## src/rtl/ps2_keyboard_ctrl.sv

```systemverilog
// PS/2 keyboard receiver with a scancode FIFO, exposed on the I/O bus.
// DATA is at 0x4000 and STATUS (count plus W1C error flags) is at 0x4004.
module ps2_keyboard_ctrl #(
    parameter int FIFO_DEPTH     = 4,
    parameter int TIMEOUT_CYCLES = 5000
) (
    input  logic        clk,
    input  logic        rst,
    input  logic        PS2_CLK,
    input  logic        PS2_DAT,
    input  logic [31:0] address,
    input  logic        write_enable,
    input  logic        read_enable,
    input  logic [31:0] data_input,
    output logic [31:0] data_output,
    output logic        key_valid
);
    localparam int PW = $clog2(FIFO_DEPTH);
    localparam int CW = PW + 1;
    localparam int TW = $clog2(TIMEOUT_CYCLES + 1);

    typedef enum logic [1:0] {IDLE, DATA, PARITY, STOP} state_t;

    logic          clk_s1, clk_s2, clk_prev, dat_s1, dat_s2, fall;
    state_t        state;
    logic [2:0]    bit_cnt;
    logic [7:0]    shreg;
    logic          par_acc;
    logic [TW-1:0] idle_cnt;
    logic          push_q, perr_q, ferr_q;
    logic [7:0]    push_byte;

    logic [7:0]    mem [FIFO_DEPTH];
    logic [PW-1:0] wr_ptr, rd_ptr;
    logic [CW-1:0] count;
    logic          ovf, perr, ferr;
    logic          addr_data, addr_stat, pop, flush, full, do_push, ovf_set;
    logic [31:0]   count_ext;
    logic [2:0]    count_disp;
    logic          unused_bits;

    assign fall = clk_prev & ~clk_s2;

    always_ff @(posedge clk or posedge rst) begin
        if (rst) begin
            clk_s1   <= 1'b1;
            clk_s2   <= 1'b1;
            clk_prev <= 1'b1;
            dat_s1   <= 1'b1;
            dat_s2   <= 1'b1;
        end else begin
            clk_s1   <= PS2_CLK;
            clk_s2   <= clk_s1;
            clk_prev <= clk_s2;
            dat_s1   <= PS2_DAT;
            dat_s2   <= dat_s1;
        end
    end

    // Frame receiver; par_acc folds in the parity bit so a good frame leaves it at 1.
    always_ff @(posedge clk or posedge rst) begin
        if (rst) begin
            state     <= IDLE;
            bit_cnt   <= '0;
            shreg     <= '0;
            par_acc   <= 1'b0;
            idle_cnt  <= '0;
            push_q    <= 1'b0;
            perr_q    <= 1'b0;
            ferr_q    <= 1'b0;
            push_byte <= '0;
        end else begin
            push_q <= 1'b0;
            perr_q <= 1'b0;
            ferr_q <= 1'b0;
            if (fall) begin
                idle_cnt <= '0;
                case (state)
                    IDLE: begin
                        if (!dat_s2) begin
                            state   <= DATA;
                            bit_cnt <= '0;
                            par_acc <= 1'b0;
                        end
                    end
                    DATA: begin
                        shreg   <= {dat_s2, shreg[7:1]};
                        par_acc <= par_acc ^ dat_s2;
                        bit_cnt <= bit_cnt + 3'd1;
                        if (bit_cnt == 3'd7) state <= PARITY;
                    end
                    PARITY: begin
                        par_acc <= par_acc ^ dat_s2;
                        state   <= STOP;
                    end
                    STOP: begin
                        push_q    <= dat_s2 & par_acc;
                        push_byte <= shreg;
                        perr_q    <= ~par_acc;
                        ferr_q    <= ~dat_s2;
                        state     <= IDLE;
                    end
                    default: state <= IDLE;
                endcase
            end else if (state != IDLE) begin
                if (idle_cnt == TW'(TIMEOUT_CYCLES - 1)) begin
                    idle_cnt <= '0;
                    ferr_q   <= 1'b1;
                    state    <= IDLE;
                end else begin
                    idle_cnt <= idle_cnt + 1'b1;
                end
            end else begin
                idle_cnt <= '0;
            end
        end
    end

    assign addr_data = (address == 32'h0000_4000);
    assign addr_stat = (address == 32'h0000_4004);
    assign full      = (count == CW'(FIFO_DEPTH));
    assign key_valid = (count != '0);
    assign pop       = read_enable & addr_data & key_valid;
    assign flush     = write_enable & addr_data & data_input[0];
    // A pop in the same cycle frees the slot, so a full FIFO still accepts the byte.
    assign do_push   = push_q & (~full | pop) & ~flush;
    assign ovf_set   = push_q & full & ~pop & ~flush;

    always_ff @(posedge clk) begin
        if (do_push) mem[wr_ptr] <= push_byte;
    end

    always_ff @(posedge clk or posedge rst) begin
        if (rst) begin
            wr_ptr <= '0;
            rd_ptr <= '0;
            count  <= '0;
            ovf    <= 1'b0;
            perr   <= 1'b0;
            ferr   <= 1'b0;
        end else begin
            if (flush) begin
                wr_ptr <= '0;
                rd_ptr <= '0;
                count  <= '0;
            end else begin
                if (pop) rd_ptr <= rd_ptr + 1'b1;
                if (do_push) wr_ptr <= wr_ptr + 1'b1;
                if (do_push && !pop) count <= count + 1'b1;
                else if (!do_push && pop) count <= count - 1'b1;
            end
            ovf  <= (ovf  & ~(write_enable & addr_stat & data_input[3])) | ovf_set;
            perr <= (perr & ~(write_enable & addr_stat & data_input[4])) | perr_q;
            ferr <= (ferr & ~(write_enable & addr_stat & data_input[5])) | ferr_q;
        end
    end

    assign count_ext  = 32'(count);
    assign count_disp = (count_ext > 32'd7) ? 3'd7 : count_ext[2:0];

    always_comb begin
        data_output = '0;
        if (addr_data && key_valid) data_output = {23'd0, 1'b1, mem[rd_ptr]};
        else if (addr_stat) data_output = {26'd0, ferr, perr, ovf, count_disp};
    end

    assign unused_bits = ^{data_input[31:6], data_input[2:1]};
endmodule

```

## config.mk

```make
export PLATFORM = sky130hd
export DESIGN_NAME = ps2_keyboard_ctrl
export DESIGN_NICKNAME = d
export VERILOG_FILES = /design/src/rtl/ps2_keyboard_ctrl.sv
export SDC_FILE = /design/constraint.sdc
export NUM_CORES = 1
export LEC_CHECK = 0
export CAP_MARGIN = 20
export CELL_PAD_IN_SITES_DETAIL_PLACEMENT = 1
export CELL_PAD_IN_SITES_GLOBAL_PLACEMENT = 2
export CORE_AREA = 5 5 123 125
export CTS_BUF_LIST = sky130_fd_sc_hd__clkbuf_8
export CTS_CLUSTER_SIZE = 14
export DETAILED_ROUTE_END_ITERATION = 10
export DIE_AREA = 0 0 128 130
export HOLD_SLACK_MARGIN = 0.08
export PLACE_DENSITY = 0.83
export SLEW_MARGIN = 40
export SYNTH_ARGS = -nofsm -noshare
export SYNTH_HDL_FRONTEND = slang
export SYNTH_SLANG_ARGS = --single-unit
```

## constraint.sdc

```tcl
create_clock -name clk -period 2.4 [get_ports clk]
set_input_delay 0.24 -clock clk [delete_from_list [all_inputs] [get_ports clk]]
set_output_delay 0.24 -clock clk [all_outputs]
set_load 0.05 [all_outputs]
```

==> impl_results.md <==
* Number of distinct library cells after synthesis at between 50 and 60
* Clk pin slew, worst setup/hold paths at 0.09 ns
* Worst Path Max Fanout at 3
* Clk_lat worst skew at approximately 0.34 ns
* Final nets at 479
* Die area at around 0.017 sq mm
* CP endpoint kind: register
* Worst hold path type: in2async
* Crit path required time at between 2 and 3 ns
* Async SR Flop Fraction at 0.624
* Post-Synthesis Cell Area at 0.00407 sq mm
* Average size of a mapped cell at 13.4 sq um
* Outcome: complete, no violations
* Post-Synth Simple-Gate Area at 0.140
* Dpl cell area at slightly above 0.005 sq mm
* Antenna violations before repair at 0
* Final core area utilization at 0.392
* Post-route clock skew at between 0.01 and 0.015 ns
* Routed wire length at 9600 um
* Complex-gate fraction of the synthesized area at 0.0688
* Hold Violations, Final at 0
* Placed cell count at 554
* Commonest non-fill, non-tap cells in the layout: 48 x dfrtp_1, 32 x edfxtp_1, 32 x buf_4
* CTS Buf Count at 9
* Largest net degree at the start of global routing at 25
* Setup violators final at 0
* Max_cap viols at 0
* Hpwl dp at roughly 7100 um
* Post-synthesis instance total at just over 300
* Multiplexer share of the synthesized area at 0.0989
* Post-Synth XOR/XNOR Area at 0.0258
* Max Clock Freq at roughly 430 MHz
* CTS max path bufs at 2
* Critical path class: in2reg
* Non-filler cells, final at ~580
* 1st-iter DRT viols at ~110
* Actual slew at the worst max-slew pin at between 0.5 and 0.6 ns
* CTS root buffer: clkbuf_8
* Area delta synth->final at 32.7%
* VDD IR max at 0.292 mV
* Global-route wire length before repair at around 15000 um
* Global route overflow at 0
* Die Y at around 130 um
* Most common cell after layout, fill and taps aside: dfrtp_1
* Site Rows at 43
* Layout cells sized above 1 at 0.309
* TritonCTS clock tree: yes
* Dpl ws at -0.514 ns
* Initial core utilization at 0.296
* Core ar. at 0.0138 sq mm
* Setup crit start kind: input port
* Total clock sinks at 85
* Final TNS setup at 0 ns
* Register area share after synthesis at 0.563
* Vias at about 2700
* Ant diodes at 0
* Final Max Slew Viols at 0
* Top_reg_cell synth: dfrtp_1
* Post-synth EDFFs at 32
* ANT nets after route at 0
* Worst Path Arrival at approximately 2.5 ns
* Chip width at about 130 um
* Lkg Pwr at 0.00230 uW
* Slew margin rel. at 0.658
* IO Pins at 103
* Yosys warnings at 0
* DR pass1 iterations at 4
* Final Cycle Share at 0.968
* Pwr dens at about 680 mW/mm^2
* Adder-Cell Fraction of Synth Area at 0.0418
* I/O Buffers at 51
* #FFs+latches synth at 85
* Largest family of logic cells by synthesized area: simple AND/OR/NAND/NOR gates
* Vias per std cell at between 4 and 5
* Non-Filler Cell Area, Final at 0.00540 sq mm
* H-tree Lvls at 3
* Drt drc at 0
* Final setup margin at 0.0776 ns
* Vias in the first global route at just under 3000
* WL/cell at 16.5 um
* GRT Resource Usage Total at 0.116
* Final Critical Period at around 2.3 ns
* Gpl congestion at slightly above 0.8
[layout make-up]
type	count	area, sq um
inverters	13	48.8
clock buffers	9	124
clock inverters	7	45.0
well taps	180	225
fillers	1455	8370
repair buffers	89	917
flip-flops and latches	85	2290
multi-input cells	198	1750
[registers in the layout, indices dropped and copies added (netlist names), 2 cells and up]
| signal | flops |
|---|---|
| idle_cnt | 13 |
| wr_ptr | 2 |
| state | 2 |
| rd_ptr | 2 |
| push_byte | 8 |
| count | 3 |
| mem | 32 |
| bit_cnt | 3 |
| shreg | 8 |
[metrics by stage]
step	power, uW	hold slack, ns
after CTS	3700	0.203
final	3670	0.202
after global routing	3890	0.237
after detailed placement	2820	0.347
after global placement	2740	0.346
after floorplan	2520	0.244
[power breakdown]
part	internal [uW]	switching, uW
registers	1780	199
clock network	370	494
logic	367	457
total	2520	1150
[path summary, 6_finish.rpt]
check	from	endpoint	slack [ns]	cells past startpoint
max	address[8]	count[2]	0.08	10
min	rst	idle_cnt[0]	0.20	2
max reg2reg	count[0]	rd_ptr[0]	0.11	13
min reg2reg	clk_s1	clk_s2	0.36	0
max in group asynchronous	rst	shreg[2]	1.51	3
min in group clk	PS2_CLK	clk_s1	0.30	1
[worst max-delay path, cell delays in order]
cell and delay (ns):
clkdlybuf4s15_1 0.20, nor4_4 0.34, nand4_4 0.13, or3_4 0.41, a21oi_4 0.18, nor2_4 0.05
fa_2 0.40, or2_4 0.27, o2111ai_4 0.18, o211ai_1 0.13
[cell families (layout without fill, tap and decap cells)]
| logic type | count (synthesis) | after routing |
|---|---|---|
| buf+inv | 42 | 118 |
| mux | 28 | 28 |
| simple gates | 83 | 83 |
| other cells | 1 | 23 |
| fa+ha+maj | 13 | 13 |
| compound gates | 39 | 39 |
| flops | 85 | 85 |
| xor+xnor | 12 | 12 |
[layer usage]
| layer | GRT usage | vias up | routed length [um] |
|---|---|---|---|
| li1 | - | 1257 | - |
| met2 | 0.205 | 94 | 4940 |
| met4 | 0.0481 | 0 | 159 |
| met1 | 0.139 | 1377 | 3910 |
| met5 | 0 | - | 0 |
| met3 | 0.0233 | 15 | 581 |
[synth_stat cells (2+ instances only)]
master     instances  area (sq um)
a21o_1             2          15.0
a21oi_1            5          25.0
a22o_1             5          43.8
a32o_1             3          30.0
and2_1             2          12.5
and3_1            11          68.8
buf_2              3          15.0
buf_4             23           173
clkbuf_1           3          11.3
dfrtp_1           48          1200
dfstp_2            5           131
edfxtp_1          32           961
ha_1              12           150
inv_1             13          48.8
mux2_2            18           203
mux2i_1            2          20.0
mux4_2             8           180
nand2_1           13          48.8
nand3_1           10          50.1
nand4_1            5          31.3
nor2_1            16          60.1
nor3_1             4          20.0
nor4_1             2          12.5
nor4_2             3          37.5
nor4_4             4          85.1
o211ai_1           2          15.0
o21ai_0           11          55.1
o2bb2ai_1          2          17.5
xnor2_1            5          43.8
xor2_1             7          61.3
[what timing repair did]
action	CTS	global route
hold buffers	0	0
setup endpoints to repair	8	4
gates resized for setup	30	36
pin swaps	15	19
cloned	0	0
setup buffers	9	3
No activity file was read; power rests on OpenSTA's default activity.
